**src/rtl/fp_divsqrt_iter.sv**
```systemverilog
// Iterative radix-2 floating-point divide / square root with round-toward-zero.
// Special operands resolve in CHECK; normal operands take MAN_W+2 CALC cycles plus NORM.
module fp_divsqrt_iter #(
    parameter int EXP_W = 8,
    parameter int MAN_W = 23
) (
    input  logic                 in_Clk,
    input  logic                 in_Rst,
    input  logic                 in_start,
    input  logic                 in_mode,
    input  logic [EXP_W+MAN_W:0] in_numA,
    input  logic [EXP_W+MAN_W:0] in_numB,
    output logic [EXP_W+MAN_W:0] out_result,
    output logic                 out_valid,
    output logic                 out_stall
);
    localparam int W    = 1 + EXP_W + MAN_W;
    localparam int ITER = MAN_W + 2;
    localparam int EW   = EXP_W + 2;
    localparam int RW   = ITER + 4;
    localparam int CW   = $clog2(ITER);

    localparam logic signed [EW-1:0] BIAS       = EW'((1 << (EXP_W - 1)) - 1);
    localparam logic signed [EW-1:0] EXP_ONE    = EW'(1);
    localparam logic signed [EW-1:0] EXP_ZERO   = '0;
    localparam logic signed [EW-1:0] EXP_ALL1_S = EW'((1 << EXP_W) - 1);
    localparam logic [EXP_W-1:0]     EXP_ONES   = '1;
    localparam logic [EXP_W-1:0]     EXP_MAXF   = {{(EXP_W-1){1'b1}}, 1'b0};
    localparam logic [W-1:0]         QNAN       = {1'b0, EXP_ONES, 1'b1, {(MAN_W-1){1'b0}}};

    typedef enum logic [2:0] {S_IDLE, S_CHECK, S_CALC, S_NORM, S_DONE} state_t;
    state_t r_state, w_state_nxt;

    logic [W-1:0]          r_a, r_b, r_result;
    logic                  r_mode, r_sign;
    logic signed [EW-1:0]  r_exp;
    logic [RW-1:0]         r_rem;
    logic [MAN_W:0]        r_den;
    logic [2*ITER-1:0]     r_rad;
    logic [ITER-1:0]       r_q;
    logic [CW-1:0]         r_cnt;

    logic                  w_sa, w_sb, w_za, w_zb, w_ia, w_ib, w_na, w_nb;
    logic [EXP_W-1:0]      w_ea, w_eb;
    logic [MAN_W-1:0]      w_fa, w_fb;
    logic                  w_special;
    logic [W-1:0]          w_spec_res, w_norm_res;
    logic signed [EW-1:0]  w_ea_x, w_eb_x, w_div_exp, w_sq_unb, w_sq_exp, w_nexp;
    logic [MAN_W+1:0]      w_sq_man;
    logic [RW-1:0]         w_rem_sh, w_trial, w_rem_red;
    logic                  w_ge;
    logic [MAN_W-1:0]      w_nfrac;

    assign w_sa = r_a[W-1];
    assign w_sb = r_b[W-1];
    assign w_ea = r_a[W-2 -: EXP_W];
    assign w_eb = r_b[W-2 -: EXP_W];
    assign w_fa = r_a[MAN_W-1:0];
    assign w_fb = r_b[MAN_W-1:0];
    // A zero exponent field counts as zero, which also flushes subnormals
    assign w_za = (w_ea == '0);
    assign w_zb = (w_eb == '0);
    assign w_ia = (w_ea == EXP_ONES) && (w_fa == '0);
    assign w_ib = (w_eb == EXP_ONES) && (w_fb == '0);
    assign w_na = (w_ea == EXP_ONES) && (w_fa != '0);
    assign w_nb = (w_eb == EXP_ONES) && (w_fb != '0);

    always_comb begin
        w_special  = 1'b0;
        w_spec_res = '0;
        if (r_mode) begin
            if (w_na || (w_sa && !w_za)) begin
                w_special  = 1'b1;
                w_spec_res = QNAN;
            end else if (w_za) begin
                w_special  = 1'b1;
                w_spec_res = {w_sa, {(W-1){1'b0}}};
            end else if (w_ia) begin
                w_special  = 1'b1;
                w_spec_res = {1'b0, EXP_ONES, {MAN_W{1'b0}}};
            end
        end else begin
            if (w_na || w_nb || (w_za && w_zb) || (w_ia && w_ib)) begin
                w_special  = 1'b1;
                w_spec_res = QNAN;
            end else if (w_ia || w_zb) begin
                w_special  = 1'b1;
                w_spec_res = {w_sa ^ w_sb, EXP_ONES, {MAN_W{1'b0}}};
            end else if (w_ib || w_za) begin
                w_special  = 1'b1;
                w_spec_res = {w_sa ^ w_sb, {(W-1){1'b0}}};
            end
        end
    end

    assign w_ea_x    = $signed({2'b00, w_ea});
    assign w_eb_x    = $signed({2'b00, w_eb});
    assign w_div_exp = w_ea_x - w_eb_x + BIAS;
    assign w_sq_unb  = w_ea_x - BIAS;
    // Odd exponent: significand doubles; the floor shift absorbs the decrement
    assign w_sq_exp  = (w_sq_unb >>> 1) + BIAS;
    assign w_sq_man  = w_sq_unb[0] ? {1'b1, w_fa, 1'b0} : {2'b01, w_fa};

    assign w_rem_sh  = r_mode ? {r_rem[RW-3:0], r_rad[2*ITER-1 -: 2]} : r_rem;
    assign w_trial   = r_mode ? {2'b00, r_q, 2'b01} : {{(RW-MAN_W-1){1'b0}}, r_den};
    assign w_ge      = (w_rem_sh >= w_trial);
    assign w_rem_red = w_ge ? (w_rem_sh - w_trial) : w_rem_sh;

    assign w_nexp    = r_q[ITER-1] ? r_exp : (r_exp - EXP_ONE);
    assign w_nfrac   = r_q[ITER-1] ? r_q[ITER-2:1] : r_q[ITER-3:0];

    always_comb begin
        w_norm_res = {r_sign, w_nexp[EXP_W-1:0], w_nfrac};
        if (w_nexp >= EXP_ALL1_S) begin
            w_norm_res = {r_sign, EXP_MAXF, {MAN_W{1'b1}}};
        end else if (w_nexp <= EXP_ZERO) begin
            w_norm_res = {r_sign, {(W-1){1'b0}}};
        end
    end

    always_ff @(posedge in_Clk) begin
        if (in_Rst) begin
            r_state <= S_IDLE;
        end else begin
            r_state <= w_state_nxt;
        end
    end

    always_comb begin
        w_state_nxt = r_state;
        out_valid   = 1'b0;
        out_stall   = (r_state != S_IDLE);
        case (r_state)
            S_IDLE:  if (in_start) w_state_nxt = S_CHECK;
            S_CHECK: w_state_nxt = w_special ? S_DONE : S_CALC;
            S_CALC:  if (r_cnt == '0) w_state_nxt = S_NORM;
            S_NORM:  w_state_nxt = S_DONE;
            S_DONE: begin
                out_valid   = 1'b1;
                w_state_nxt = S_IDLE;
            end
            default: w_state_nxt = S_IDLE;
        endcase
    end

    always_ff @(posedge in_Clk) begin
        if (in_Rst) begin
            r_a      <= '0;
            r_b      <= '0;
            r_mode   <= 1'b0;
            r_result <= '0;
            r_sign   <= 1'b0;
            r_exp    <= '0;
            r_rem    <= '0;
            r_den    <= '0;
            r_rad    <= '0;
            r_q      <= '0;
            r_cnt    <= '0;
        end else begin
            case (r_state)
                S_IDLE: begin
                    if (in_start) begin
                        r_a    <= in_numA;
                        r_b    <= in_numB;
                        r_mode <= in_mode;
                    end
                end
                S_CHECK: begin
                    r_cnt <= CW'(ITER - 1);
                    r_q   <= '0;
                    if (w_special) r_result <= w_spec_res;
                    if (r_mode) begin
                        r_sign <= 1'b0;
                        r_exp  <= w_sq_exp;
                        r_rem  <= '0;
                        r_rad  <= {w_sq_man, {(MAN_W+2){1'b0}}};
                    end else begin
                        r_sign <= w_sa ^ w_sb;
                        r_exp  <= w_div_exp;
                        r_rem  <= {{(RW-MAN_W-1){1'b0}}, 1'b1, w_fa};
                        r_den  <= {1'b1, w_fb};
                    end
                end
                S_CALC: begin
                    r_q   <= {r_q[ITER-2:0], w_ge};
                    r_rem <= r_mode ? w_rem_red : (w_rem_red << 1);
                    r_rad <= r_rad << 2;
                    r_cnt <= r_cnt - CW'(1);
                end
                S_NORM:  r_result <= w_norm_res;
                default: ;
            endcase
        end
    end

    assign out_result = r_result;

endmodule

```
**config.mk**
```make
export PLATFORM = sky130hd
export DESIGN_NAME = fp_divsqrt_iter
export DESIGN_NICKNAME = d
export VERILOG_FILES = /design/src/rtl/fp_divsqrt_iter.sv
export SDC_FILE = /design/constraint.sdc
export NUM_CORES = 1
export LEC_CHECK = 0
export BUFFER_PORTS_ARGS = -buffer_cell sky130_fd_sc_hd__buf_2
export CAP_MARGIN = 20
export CORE_ASPECT_RATIO = 0.75
export CORE_MARGIN = 8
export CORE_UTILIZATION = 43
export DETAILED_ROUTE_END_ITERATION = 8
export SLEW_MARGIN = 10
export SYNTH_ARGS = -nofsm -noshare
export SYNTH_HDL_FRONTEND = slang
export SYNTH_SLANG_ARGS = --single-unit
```
**constraint.sdc**
```tcl
create_clock -name in_Clk -period 5.3 [get_ports in_Clk]
set_input_delay 1.06 -clock in_Clk [delete_from_list [all_inputs] [get_ports in_Clk]]
set_output_delay 1.06 -clock in_Clk [all_outputs]
set_load 0.05 [all_outputs]
```
==> results of run 1 <==
==> metal layers <==
metal	part of all wire (%)	GRT usage, %	up-vias
li1	-	-	6073
met1	50	31.7	5855
met2	42	30.7	334
met3	6.6	3.95	48
met4	1.6	4.05	0
met5	0	0	-
==> worst min-delay path: stages (launching register included) <==
cell and delay, ns:
dfxtp_1 0.30, nand2_1 0.05, a21oi_1 0.05
==> power by group <==
part | total (mW) | internal, mW | switching (mW) | leakage, nW
Sequential | 1.95 | 1.78 | 0.169 | 1.78
Combinational | 3.20 | 1.16 | 2.04 | 3.28
Clock | 1.70 | 1.02 | 0.689 | 0.390
Total | 6.86 | 3.96 | 2.90 | 5.45
==> final timing paths <==
path	to	slack [ns]	start	cells after the start
worst min-delay path	out_result[12]	0.45	out_result[12]	2
worst max register to register	r_rem[2]	0.74	r_mode	11
worst min register to register	out_result[12]	0.45	out_result[12]	2
worst max-delay path	r_rem[2]	0.74	r_mode	11
==> cells in the mapped netlist (all sizes together) (28+ instances only) <==
library cell	number	area (sq um)
a21oi	196	981
a22oi	29	218
clkbuf	100	375
dfxtp	219	4380
ha	42	526
inv	28	105
mux2i	85	851
nand2	338	1270
nor2	134	503
nor3	36	180
o211ai	36	270
o21ai	82	422
xnor2	32	280
==> state kept, by name (all words and copies together), names as in the netlist, 3 cells and up <==
register / flops
out_result: 32
r_a: 32
r_b: 32
r_rem: 29
r_q: 25
r_rad: 25
r_den: 24
r_exp: 10
r_cnt: 5
r_state: 3
==> cell type report <==
cell class                      count  area, sq um  share of cell area [%]
Multi-Input combinational cell   1324         7990                    55.2
Sequential cell                   219         4390                    30.3
Clock buffer                       38          754                    5.21
Timing Repair Buffer              122          702                    4.85
Tap cell                          399          499                    3.45
Inverter                           28          105                   0.726
Clock inverter                      3         42.5                   0.294
==> cell families after synthesis <==
family,count (synthesis)
adders and majority gates,44
DFF,219
xor gates and xnor gates,53
and+or+nand+nor,637
buffers and inverters,146
AOI/OAI and AO/OA,478
muxes,112
==> through the flow <==
stage / worst slack, ns / power (mW) / utilization [%] / cells
global placement: 0.936 / 5.10 / 45.8 / 2091
floorplan: 0.611 / 4.36 / - / 1689
CTS: 0.807 / 6.83 / 48.4 / 2132
detailed placement: 0.824 / 5.10 / 45.8 / 2091
finish: 0.740 / 6.86 / 48.5 / 2133
global route: 0.467 / 7.24 / 48.5 / 2133
==> flow_summary.ini, run 1 <==
[yosys]
syn_nets = 1801
synth_area_per_cell_sq_um = 7.66
synth_fa_ha_area_share_pct = 4.37
synth_cell_types = 73
synth_xor_area_share_pct = 3.59
yosysSeqAreaShare_pct = 33.9
synthArstFlopShare_pct = 0
ys.warnings.count = 0
synth-simple-area-share_pct = 21.4
synth_top_family_by_area = compound AO/OA/AOI/OAI gates
synthMuxAreaShare_pct = 8.93
synth-edff-count = 0
synth_cells = 1689
syn_area_sq_mm = 0.0129
synth_top_flop_cell = dfxtp_1
synth_seq_cells = 219
synth_compound_area_share_pct = 23.3

[clocking]
cts_setup_buffers = 0
postCtsHoldBufs = 0
clkTransAtPathRegs_ns = 0.06
cts_resized = 0
clockRootBuffer = clkbuf_16
clock_latency_ns = 0.53
cts_buffers = 24
h-tree-depth = 1
ctsLongestPathBuffers = 3
cts.sinks = 219
cts_tree = done

[final_layout]
layout_commonest_cell = nand2_1
syn2layout_area_growth_pct = 12.0
layout.nets = 1831
n_antenna_cell = 0
final_cell_mix = 338 x nand2_1, 218 x dfxtp_1, 196 x a21oi_1
fillers = 3018
drive_gt1_share_pct = 11.9
postLayoutCellArea_sq_mm = 0.0145

[global_route]
grt_max_degree = 132
grt_pass1_vias = 11400
grt-ovfl-total = 0
antenna_found_initial = 0
grt_usage_pct = 21.1
grt_pass1_wl_microns = 63300

[die]
num_rows = 55
die_h_microns = 166
core_area_sq_mm = 0.0299
start_util_pct = 43.3
die_area_sq_mm = 0.0359
die_w_microns = 216
io_pins = 102

[power]
power_density_mw_per_mm2 = 473
p_leak_nw = 5.45
vdd_drop_max_mv = 0.398

[place]
portBuffers = 101
hpwl_microns = 28800
routabilityCongestion = 0.939
post_dp_cell_area_sq_mm = 0.0137

[setup_path]
cp_common_cell = a2111oi_2
critPathTopFamily = compound AO/OA/AOI/OAI gates
critical_path_class = register to register
critPathSlowestCell = o21ai_4
cp_max_fo = 48
end_kind = register
max_stage_delay_ns = 0.78
worstSetupStartpointType = register
cp.required_ns = 5.67
cp_num_buf_inv = 1
crit_chain = inv_1 > nand2_1 > ha_1 > nor2b_1 > o2111ai_1 > a2111oi_2 > a211oi_2 > o21ai_4 > mux2_1 > a221oi_1 > a2111oi_2
arrival_ns = 4.93

[drt]
wire_per_inst_microns = 18.6
drt_wl_total_microns = 39700
vias_per_cell = 5.77
dr.pass1.iters = 5
ant_nets = 0
first_iter_violations = 1138
vias = 12300
drc = 0

[sta]
setup_tns_ns = 0
clock.fmax_mhz = 219
setup_violations = 0
fin_skew_ns = 0.0108
tightest_slew_ns = 0.924
slew_headroom_pct = 37.5
period_share_pct = 86.0
hold_viol_final = 0
rsz0062_at_grt = false
drv_slew = 0
finalCriticalPeriod_ns = 4.56
whs_ns = 0.449

[status]
outcome = completed

[min_path]
holdCritPathClass = register to register

[job]
max-cap-violations = 0
Note: power is estimated with default switching activity, not from simulation.
==> run 2, diff against run 1 <==
--- a/config.mk
+++ b/config.mk
@@ -5,12 +5,12 @@
 export SDC_FILE = /design/constraint.sdc
 export NUM_CORES = 1
 export LEC_CHECK = 0
-export BUFFER_PORTS_ARGS = -buffer_cell sky130_fd_sc_hd__buf_2
 export CAP_MARGIN = 20
 export CORE_ASPECT_RATIO = 0.75
 export CORE_MARGIN = 8
 export CORE_UTILIZATION = 43
 export DETAILED_ROUTE_END_ITERATION = 8
+export DONT_BUFFER_PORTS = 1
 export SLEW_MARGIN = 10
 export SYNTH_ARGS = -nofsm -noshare
 export SYNTH_HDL_FRONTEND = slang
==> flow_summary.ini, run 2 (synthesized netlist as in run 1, its figures left out) <==
[status]
outcome = completed

[sta]
rsz0062_at_grt = false
setup_tns_ns = 0
whs_ns = 0.447
drv_slew = 0
setup_violations = 0
slew_headroom_pct = 31.5
clock.fmax_mhz = 226
period_share_pct = 83.6
fin_ws_ns = 0.870
hold_viol_final = 0
tightest_slew_ns = 1.02
fin_skew_ns = 0.0230
finalCriticalPeriod_ns = 4.43

[final_layout]
layout.nets = 1732
layout_commonest_cell = nand2_1
n_antenna_cell = 0
postLayoutCellArea_sq_mm = 0.0141
postLayoutCoreUtil_pct = 47.1
drive_gt1_share_pct = 6.90
syn2layout_area_growth_pct = 8.75
final_cell_mix = 338 x nand2_1, 217 x dfxtp_1, 196 x a21oi_1
instances_no_fill = 2037
fillers = 3036

[power]
power_mw = 6.99
seq_power_share_pct = 28.6
p_leak_nw = 5.05
power_density_mw_per_mm2 = 497
clkPwrFrac_pct = 26.7
switchingPower_mw = 2.92
vdd_drop_max_mv = 0.294
p_sw_share_pct = 41.8
intPower_mw = 4.07
power_frac_comb_pct = 44.7

[die]
die_h_microns = 166
io_pins = 102
die_area_sq_mm = 0.0359
num_rows = 55
start_util_pct = 43.3
die_w_microns = 216
core_area_sq_mm = 0.0299

[setup_path]
cp_max_fo = 56
arrival_ns = 4.86
cp.required_ns = 5.73
cp_common_cell = mux2_2
critPathSlowestCell = dfxtp_4
crit_chain = mux2_2 > ha_1 > nand4_1 > a2111oi_2 > a211oi_2 > o21ai_4 > buf_4 > mux2_2 > mux2i_1 > o22ai_1
worstSetupStartpointType = register
r2r_cells = 10
critical_path_class = register to register
end_kind = register
max_stage_delay_ns = 0.82

[place]
hpwl_microns = 28700
post_dp_cell_area_sq_mm = 0.0132
routabilityCongestion = 0.941
portBuffers = 0
place_ws_ns = 0.972
placedCellCount = 1992

[global_route]
grt_usage_pct = 21.2
grt-ovfl-total = 0
grt_pass1_vias = 11100
antenna_found_initial = 0
grt_max_degree = 210
grt_pass1_wl_microns = 63100

[drt]
drc = 0
ant_nets = 0
wire_per_inst_microns = 19.5
drt_wl_total_microns = 39700
vias_per_cell = 5.86
first_iter_violations = 1138
vias = 11900
dr.pass1.iters = 6

[clocking]
clock_latency_ns = 0.54
postCtsHoldBufs = 0
cts_resized = 0
cts_tree = done
cts_setup_buffers = 0
cts_buffers = 24
h-tree-depth = 1
ctsLongestPathBuffers = 3
clockRootBuffer = clkbuf_16
cts.sinks = 219
clkTransAtPathRegs_ns = 0.07

[min_path]
hold_path_depth = 2
holdCritPathClass = register to register

[job]
max-cap-violations = 0
run 2: path summary, 6_finish.rpt:
path	slack, ns	from	endpoint
worst max register to register	0.87	r_mode	r_rem[21]
worst min-delay path	0.45	r_rad[43]	r_rad[45]
worst min register to register	0.45	r_rad[43]	r_rad[45]
worst max-delay path	0.87	r_mode	r_rem[21]
run 2: critical path: cells and delay by family (launching register included):
family,cells,cell delay (ns)
AO/OA/AOI/OAI,4,1.43
multiplexers,3,0.96
adder cells (fa/ha/maj),1,0.47
flip-flops,1,0.82
AND/OR/NAND/NOR,1,0.29
buffers and inverters,1,0.32
run 2: cell type report:
type	count	area (sq um)	area share, %
multi-input cells	1324	8000	56.9
flip-flops and latches	219	4390	31.2
clock buffers	36	727	5.17
well taps	399	499	3.55
repair buffers	23	193	1.37
clock inverters	8	151	1.08
inverters	28	105	0.747
run 2: routing by layer:
metal	GRT usage [%]	wire length [microns]	up-vias
met1	32.1	19900	5654
met3	3.86	2640	50
met5	0	0	-
met4	3.93	680	0
li1	-	-	5883
met2	30.7	16400	346
run 2: power groups by stage:
stage	Clock (mW)	Combinational, mW	Sequential [mW]
floorplan	0	2.42	1.94
global placement	0	3.03	2.03
detailed placement	0	3.04	2.03
CTS	1.91	3.06	1.99
global route	1.97	3.40	2.02
finish	1.87	3.13	2.00
==> run 3, diff against run 2 <==
==> constraint.sdc (replaced) <==
create_clock -name in_Clk -period 4.25 [get_ports in_Clk]
set_input_delay 0.85 -clock in_Clk [delete_from_list [all_inputs] [get_ports in_Clk]]
set_output_delay 0.85 -clock in_Clk [all_outputs]
set_load 0.05 [all_outputs]
==> flow_summary.ini, run 3 (synthesized netlist as in run 1, its figures left out) <==
[status]
outcome = completed

[setup_path]
critPathTopFamily = compound AO/OA/AOI/OAI gates
max_stage_delay_ns = 0.51
cp_max_fo = 14
reg2reg_from = r_mode
critPathSlowestCell = o21ai_0
crit_chain = buf_4 > mux2_2 > ha_1 > nand2_1 > o21a_1 > o21ai_0 > a211oi_2 > o21ai_4 > buf_4 > mux2_2 > mux2i_1 > o22ai_1
r2r_cells = 12
arrival_ns = 4.35
reg2reg_slack_ns = 0.31
r2r_end = r_rem[21]
cp_num_buf_inv = 2
critical_path_class = register to register
worstSetupStartpointType = register
end_kind = register
cp.required_ns = 4.66

[drt]
vias = 12100
drt_wl_total_microns = 39400
first_iter_violations = 1149
ant_nets = 0
drc = 0
dr.pass1.iters = 5
vias_per_cell = 5.88
wire_per_inst_microns = 19.2

[final_layout]
layout.nets = 1747
syn2layout_area_growth_pct = 9.91
postLayoutCoreUtil_pct = 47.6
instances_no_fill = 2053
final_cell_mix = 338 x nand2_1, 217 x dfxtp_1, 196 x a21oi_1
drive_gt1_share_pct = 7.80
postLayoutCellArea_sq_mm = 0.0142
layout_commonest_cell = nand2_1

[job]
max-cap-violations = 0

[clocking]
clock_latency_ns = 0.53
clkTransAtPathRegs_ns = 0.06
cts_tree = done
clockRootBuffer = clkbuf_16
ctsLongestPathBuffers = 3
h-tree-depth = 1
cts_buffers = 25
cts.sinks = 219

[sta]
fin_ws_ns = 0.308
rsz0062_at_grt = false
fin_skew_ns = 0.00801
hold_viol_final = 0
slew_headroom_pct = 37.8
clock.fmax_mhz = 254
period_share_pct = 92.8
setup_violations = 0
tightest_slew_ns = 0.932
finalCriticalPeriod_ns = 3.94
whs_ns = 0.398
drv_slew = 0

[die]
die_area_sq_mm = 0.0359
die_h_microns = 166
num_rows = 55
die_w_microns = 216
start_util_pct = 43.3
io_pins = 102
core_area_sq_mm = 0.0299

[min_path]
min_from = in_Rst
holdCritPathClass = primary input to register
whs_endpoint = r_a[20]
hold_path_depth = 1

[power]
seq_power_share_pct = 28.1
p_leak_nw = 5.12
clkPwrFrac_pct = 26.5
power_frac_comb_pct = 45.4
switchingPower_mw = 3.60
p_sw_share_pct = 40.9
intPower_mw = 5.21
power_density_mw_per_mm2 = 620
vdd_drop_max_mv = 0.388

[global_route]
grt_pass1_vias = 11400
antenna_found_initial = 1
grt_pass1_wl_microns = 62900
grt-ovfl-total = 0
grt_max_degree = 210
grt_usage_pct = 21.0

[place]
portBuffers = 0
place_ws_ns = 0.254
post_dp_cell_area_sq_mm = 0.0133
placedCellCount = 2004
hpwl_microns = 28600
routabilityCongestion = 0.943
-- run 3: changes by cell type in the layout (fill, tap and decap cells not counted), moves of 2 or more --
cell        delta
buf_4         +11
clkinvlp_4     +4
buf_12         +2
clkbuf_8       -2
clkinv_4       -2
-- run 3: worst max-delay path by stage --
stage                     end   start  slack [ns]  cells past startpoint
floorplan            r_rem[2]  r_mode       -0.09                     16
global placement    r_rem[21]  r_mode        0.41                     12
detailed placement  r_rem[21]  r_mode        0.25                     11
CTS                 r_rem[21]  r_mode        0.25                     11
global route         r_rem[7]  r_mode        0.08                     12
finish              r_rem[21]  r_mode        0.31                     12
-- run 3: routing by layer --
layer	track usage [%]	routed length [microns]	up-vias
met4	5.28	974	0
met5	0	0	-
met3	5.66	3380	61
met2	29.9	16100	365
met1	30.6	19000	5726
li1	-	-	5918
-- run 3: what timing repair did --
item / in CTS / in global routing
setup endpoints to repair: 0 / 2
endpoints found under the hold margin: 0 / 0
hold buffers: 0 / 0
setup buffers: 0 / 1
resized for setup: 0 / 1
-- run 3: layout make-up --
cell class / count / area (sq um)
antenna: 1 / 2.50
clock buffer: 32 / 682
clock inverter: 13 / 205
fill: 3037 / 15700
inverter: 28 / 105
multi-input combinational: 1324 / 8010
sequential: 219 / 4390
tap: 399 / 499
timing repair buffer: 37 / 319
-- run 3: metrics by stage --
step	setup TNS [ns]	power, mW
floorplan	-0.0921	5.43
global placement	0	6.40
detailed placement	0	6.40
CTS	0	8.77
global route	0	9.37
finish	0	8.82
-- run 3: worst reg2reg max path: stages (launching register included) --
cell and delay, ns:
dfxtp_4 0.48, buf_4 0.24, mux2_2 0.38, ha_1 0.47
nand2_1 0.09, o21a_1 0.23, o21ai_0 0.51, a211oi_2 0.27
o21ai_4 0.30, buf_4 0.24, mux2_2 0.36, mux2i_1 0.15
o22ai_1 0.10
-- run 3: power groups by stage --
stage / sequential [mW] / clock [mW] / combinational, mW
2_1_floorplan: 2.42 / 0 / 3.02
3_3_place_gp: 2.52 / 0 / 3.88
3_5_place_dp: 2.52 / 0 / 3.88
4_1_cts: 2.48 / 2.39 / 3.90
5_1_grt: 2.50 / 2.47 / 4.40
6_report: 2.48 / 2.33 / 4.00
